--- config.mk ---
export PLATFORM = sky130hd
export DESIGN_NAME = neural_layer_ctrl_flat
export DESIGN_NICKNAME = d
export VERILOG_FILES = /design/src/rtl/neural_layer_ctrl_if.sv /design/src/rtl/neural_layer_ctrl.sv /design/src/flat_wrapper.sv
export SDC_FILE = /design/constraint.sdc
export NUM_CORES = 1
export LEC_CHECK = 0
export ABC_AREA = 1
export BUFFER_PORTS_ARGS = -buffer_cell sky130_fd_sc_hd__buf_2
export CELL_PAD_IN_SITES_DETAIL_PLACEMENT = 0
export CELL_PAD_IN_SITES_GLOBAL_PLACEMENT = 1
export CORE_UTILIZATION = 29
export CTS_BUF_LIST = sky130_fd_sc_hd__clkbuf_8
export DETAILED_ROUTE_END_ITERATION = 7
export PLACE_DENSITY_LB_ADDON = 0.1
export SYNTH_ARGS = -nofsm -noshare
export SYNTH_HDL_FRONTEND = slang
export SYNTH_SLANG_ARGS = --single-unit
--- constraint.sdc ---
create_clock -name clk -period 1.2 [get_ports clk]
set_input_delay 0.36 -clock clk [delete_from_list [all_inputs] [get_ports clk]]
set_output_delay 0.36 -clock clk [all_outputs]
set_load 0.005 [all_outputs]
--- src/rtl/neural_layer_ctrl_if.sv ---
// Bus bundle for neural_layer_ctrl: host-side command/result signals plus the
// command/completion pair toward the neuron datapath.
// Handshake: n_start is a one-cycle command for row n_row; the datapath answers
// later with a one-cycle n_done carrying n_result. There is no backpressure on
// either side, and a strobe counts only in the state that expects it.
interface neural_layer_ctrl_if #(
  parameter int IN_SIZE  = 1,
  parameter int OUT_SIZE = 1,
  parameter int ROW_W    = (OUT_SIZE > 1) ? $clog2(OUT_SIZE) : 1
);
  logic                    start;
  logic                    abort;
  logic                    activation;
  logic [32*IN_SIZE-1:0]   in;
  logic                    busy;
  logic                    done;
  logic [32*OUT_SIZE-1:0]  result;
  logic                    n_start;
  logic [ROW_W-1:0]        n_row;
  logic [32*IN_SIZE-1:0]   n_in;
  logic                    n_activation;
  logic                    n_done;
  logic [31:0]             n_result;
  logic [1:0]              fsm_state;  // debug view of the controller state

  modport master (
    input  start, abort, activation, in, n_done, n_result,
    output busy, done, result, n_start, n_row, n_in, n_activation, fsm_state
  );

  modport slave (
    output start, abort, activation, in, n_done, n_result,
    input  busy, done, result, n_start, n_row, n_in, n_activation, fsm_state
  );
endinterface

--- src/rtl/neural_layer_ctrl.sv ---
// Sequences one layer evaluation: issues one datapath command per neuron row,
// collects each activated output into its result slot, then pulses done.
// Data words pass through untouched; all outputs come straight from registers.
module neural_layer_ctrl #(
  parameter int IN_SIZE  = 1,
  parameter int OUT_SIZE = 1,
  localparam int ROW_W   = (OUT_SIZE > 1) ? $clog2(OUT_SIZE) : 1
) (
  input logic              clk,
  input logic              rst,
  neural_layer_ctrl_if.master bus
);

  typedef enum logic [1:0] {
    IDLE  = 2'd0,
    ISSUE = 2'd1,
    WAIT  = 2'd2,
    DONE  = 2'd3
  } state_t;

  state_t state;

  localparam logic [ROW_W-1:0] LAST_ROW = ROW_W'(OUT_SIZE - 1);

  assign bus.fsm_state = state;

  // Controller FSM with registered outputs; abort and reset both return to IDLE,
  // but only reset clears the result vector.
  always_ff @(posedge clk) begin
    if (rst) begin
      state            <= IDLE;
      bus.busy         <= 1'b0;
      bus.done         <= 1'b0;
      bus.n_start      <= 1'b0;
      bus.n_row        <= '0;
      bus.n_activation <= 1'b0;
      bus.n_in         <= '0;
      bus.result       <= '0;
    end else begin
      // Both strobes are single-cycle unless a branch re-asserts them.
      bus.n_start <= 1'b0;
      bus.done    <= 1'b0;
      case (state)
        IDLE: begin
          // abort outranks start even though abort alone does nothing here.
          if (bus.start && !bus.abort) begin
            bus.n_in         <= bus.in;
            bus.n_activation <= bus.activation;
            bus.n_row        <= '0;
            bus.n_start      <= 1'b1;
            bus.busy         <= 1'b1;
            state            <= ISSUE;
          end
        end
        ISSUE: begin
          if (bus.abort) begin
            bus.busy <= 1'b0;
            state    <= IDLE;
          end else begin
            state <= WAIT;
          end
        end
        WAIT: begin
          // abort beats a coinciding n_done, so that row's slot is not written.
          if (bus.abort) begin
            bus.busy <= 1'b0;
            state    <= IDLE;
          end else if (bus.n_done) begin
            for (int k = 0; k < OUT_SIZE; k++) begin
              if (bus.n_row == ROW_W'(k)) begin
                bus.result[32*k +: 32] <= bus.n_result;
              end
            end
            if (bus.n_row == LAST_ROW) begin
              bus.done <= 1'b1;
              state    <= DONE;
            end else begin
              bus.n_row   <= bus.n_row + ROW_W'(1);
              bus.n_start <= 1'b1;
              state       <= ISSUE;
            end
          end
        end
        DONE: begin
          bus.busy <= 1'b0;
          state    <= IDLE;
        end
        default: begin
          bus.busy <= 1'b0;
          state    <= IDLE;
        end
      endcase
    end
  end

endmodule

--- src/flat_wrapper.sv ---
// flat-port wrapper written by rule: the top's interface ports become plain ports
module neural_layer_ctrl_flat 
#(
  parameter int IN_SIZE  = 1,
  parameter int OUT_SIZE = 1,
  localparam int ROW_W   = (OUT_SIZE > 1) ? $clog2(OUT_SIZE) : 1
)
  (clk, rst, bus_start, bus_abort, bus_activation, bus_in, bus_n_done, bus_n_result, bus_busy, bus_done, bus_result, bus_n_start, bus_n_row, bus_n_in, bus_n_activation, bus_fsm_state);
  neural_layer_ctrl_if #(.IN_SIZE(IN_SIZE), .OUT_SIZE(OUT_SIZE)) bus_i ();
  input logic clk;
  input logic rst;
  input wire logic [$bits(bus_i.start)-1:0] bus_start;
  input wire logic [$bits(bus_i.abort)-1:0] bus_abort;
  input wire logic [$bits(bus_i.activation)-1:0] bus_activation;
  input wire logic [$bits(bus_i.in)-1:0] bus_in;
  input wire logic [$bits(bus_i.n_done)-1:0] bus_n_done;
  input wire logic [$bits(bus_i.n_result)-1:0] bus_n_result;
  output wire logic [$bits(bus_i.busy)-1:0] bus_busy;
  output wire logic [$bits(bus_i.done)-1:0] bus_done;
  output wire logic [$bits(bus_i.result)-1:0] bus_result;
  output wire logic [$bits(bus_i.n_start)-1:0] bus_n_start;
  output wire logic [$bits(bus_i.n_row)-1:0] bus_n_row;
  output wire logic [$bits(bus_i.n_in)-1:0] bus_n_in;
  output wire logic [$bits(bus_i.n_activation)-1:0] bus_n_activation;
  output wire logic [$bits(bus_i.fsm_state)-1:0] bus_fsm_state;
  assign bus_i.start = bus_start;
  assign bus_i.abort = bus_abort;
  assign bus_i.activation = bus_activation;
  assign bus_i.in = bus_in;
  assign bus_i.n_done = bus_n_done;
  assign bus_i.n_result = bus_n_result;
  assign bus_busy = bus_i.busy;
  assign bus_done = bus_i.done;
  assign bus_result = bus_i.result;
  assign bus_n_start = bus_i.n_start;
  assign bus_n_row = bus_i.n_row;
  assign bus_n_in = bus_i.n_in;
  assign bus_n_activation = bus_i.n_activation;
  assign bus_fsm_state = bus_i.fsm_state;
  neural_layer_ctrl #(.IN_SIZE(IN_SIZE), .OUT_SIZE(OUT_SIZE)) u_core (.clk(clk), .rst(rst), .bus(bus_i));
endmodule
==> results.ini <==
[sta]
max_freq_ghz = 0.7898
layout_setup_ws_ns = -0.06609
drv_slew = 0
min_period_ns = 1.266
hold_viol_final = 0
rsz0062_at_grt = yes
finalCritPeriodShare_pct = 105.5
setup_viol_count_final = 20
fin_setup_tns_ns = -0.3464
worst_hold_slack_ns = 0.2123
finClkSkew_ns = 0.009226

[detailed_routing]
post-route-drc-count = 0
wl_um = 7471
drt-pass1-iter-count = 4
drt_iter0_markers = 41
drtAntennaViolNets = 0
num_vias = 2566
vias_per_cell = 4.349
routedWlPerCell_um = 12.66

[yosys]
synth_area_mm2 = 0.002615
synth.most_common_cell = nor2_1
ys_types = 18
syn_nets = 397
synthCells = 323
yosys_warnings = 0
synth.avg_cell_area_um2 = 8.096
yosysSeqAreaShare_pct = 53.59
synth_top_area_share_pct = 53.59
ys_ff_latch = 70
synth_area_leaders = dfxtp_1 (54%), o21ai_0 (12%), nor2_1 (10%)
synth.largest_area_cell = dfxtp_1
synth_flop_cell = dfxtp_1
ys_top_cells_by_count = nor2_1 (72), dfxtp_1 (70), o21ai_0 (62)
synth_edf_count = 0
async_flop_share_pct = 0

[die]
die_x_um = 96.96
die_area_mm2 = 0.009401
rows = 34
io_pins = 141
die_y_um = 96.96
initial_core_util_pct = 29.99
fp.coreArea_mm2 = 0.008721

[global_route]
grt_overflow = 0
grt_max_degree = 53
track_usage_pct = 14.88
grt_pass1_vias = 2232
met1_usage_pct = 18.57
top_usage_layer = met2
antenna_found_initial = 0
grtUsageMet2_pct = 23.73
grt_pass1_wl_um = 11160
met3_usage_pct = 4.769

[status]
violations = negative setup slack
status = finished, violations left

[clocking]
tritoncts = built
cts.sinks = 70
insertion_delay_ns = 0.34
cts_made_buffers = 9
cts-hold-fix-buffers = 0
cts.clk_slew.worst_paths_ns = 0.08
clockBufferDepth = 2
htree_levels = 3
cts_root_buffer = clkbuf_8

[worst_setup_path]
crit_fanout = 2
crit_type = flop to output port
start_kind = flop
arrival_ns = 0.91
cp_data_required_time_ns = 0.84
cp-end-kind = output port
regToRegSetupSlack_ns = -0.04

[min_path]
hp-class = input port to flop

[final_layout]
area_growth_pct = 63.35
multiInputGateArea_mm2 = 0.001201
fillers = 921
drive_gt1_share_pct = 57.68
n_antenna_cell = 0
regArea_mm2 = 0.001430
nNetsFinal = 551

[place]
gp_congestion = 0.7105
hpwlAfterDp_um = 4636
portBuffers = 139

[pwr]
power.density_mw_per_mm2 = 1761
p_leak_nw = 1.967
peakVddDrop_mv = 0.7301
report.power.total_mw = 7.523

[run]
drv_cap = 0

==> kinds of logic after synthesis <==
kind of cell / share of synthesized area (%)
AO/OA/AOI/OAI: 19.33
AND/OR/NAND/NOR: 13.83
flip-flops: 53.59
buffers and inverters: 11.20
adder cells (fa/ha/maj): 1.914
other: 0.1434
==> flip-flops by register name, summed over array words and instances (netlist names) <==
register / flops
u_core.bus.fsm_state: 2
u_core.bus.n_start: 1
u_core.bus.n_activation: 1
u_core.bus.result: 32
u_core.bus.busy: 1
u_core.bus.done: 1
u_core.bus.n_in: 32
==> layout by cell type (no fill, tap or decap), types with 2 or more instances in the layout <==
cell type | Yosys | routed
o21ai_1 | 3 | 28
nor2_1 | 72 | 64
buf_4 | 1 | 5
buf_6 | 7 | 8
ha_4 | 0 | 3
inv_4 | 0 | 2
dfxtp_2 | 0 | 20
buf_2 | 3 | 137
a21oi_2 | 0 | 22
nand2_1 | 11 | 9
a21oi_1 | 36 | 14
inv_2 | 3 | 3
bufinv_16 | 0 | 2
o21ai_2 | 0 | 31
clkbuf_16 | 0 | 5
clkbuf_8 | 0 | 11
buf_8 | 0 | 2
o21ai_0 | 62 | 5
inv_1 | 36 | 33
buf_12 | 0 | 6
nand3_4 | 2 | 2
nor2_2 | 0 | 8
dfxtp_1 | 70 | 49
==> path summary, 6_finish.rpt <==
path	startpoint	endpoint	cells past startpoint
max	u_core.bus.fsm_state[0]$_SDFFE_PP0P_	bus_fsm_state[0]	2
min	rst	u_core.bus.done$_SDFF_PP0_	2
max reg2reg	u_core.bus.fsm_state[1]$_SDFFE_PP0P_	u_core.bus.n_in[16]$_SDFFE_PP0P_	6
min reg2reg	u_core.bus.n_in[2]$_SDFFE_PP0P_	u_core.bus.n_in[2]$_SDFFE_PP0P_	2
==> report_power, final <==
part           switching (mW)  total [mW]  internal (mW)
sequential              0.193        2.90           2.71
clock                   0.890        2.17           1.28
combinational            1.20        2.45           1.25
total                    2.28        7.52           5.24
==> per-layer routing <==
layer / share of wire [%] / vias to the layer above / routed length (um)
met5: 0 / - / 0
met3: 5.5 / 10 / 409
met4: 1.4 / 0 / 108
li1: - / 1334 / -
met1: 47 / 1150 / 3485
met2: 46 / 72 / 3467
==> layout make-up <==
| type | count | area share (%) |
|---|---|---|
| Multi-Input combinational cell | 193 | 28.12 |
| Sequential cell | 70 | 33.48 |
| Tap cell | 108 | 3.163 |
| Clock buffer | 11 | 3.544 |
| Clock inverter | 5 | 1.904 |
| Inverter | 39 | 3.661 |
| Timing Repair Buffer | 164 | 26.13 |
==> metrics by stage <==
step	instances	setup slack, ns	utilization, %	cell area, um^2
detailed placement	563	-0.09179	39.80	3471
global placement	563	-0.05100	39.80	3471
global route	590	-0.1049	48.98	4272
floorplan	323	-0.004409	-	2619
CTS	582	-0.07764	43.63	3805
finish	590	-0.06609	48.98	4272
==> worst max-delay path, cell delays in order, from the launching register on <==
cell	delay (ns)
dfxtp_2	0.34
buf_6	0.12
buf_6	0.10
==> what timing repair did <==
action	in CTS	in global routing
gates resized for setup	17	151
buffers inserted	2	1
cloned	1	7
pin swaps	2	17
setup endpoints to repair	68	83
No activity file was read; power rests on OpenSTA's default activity.
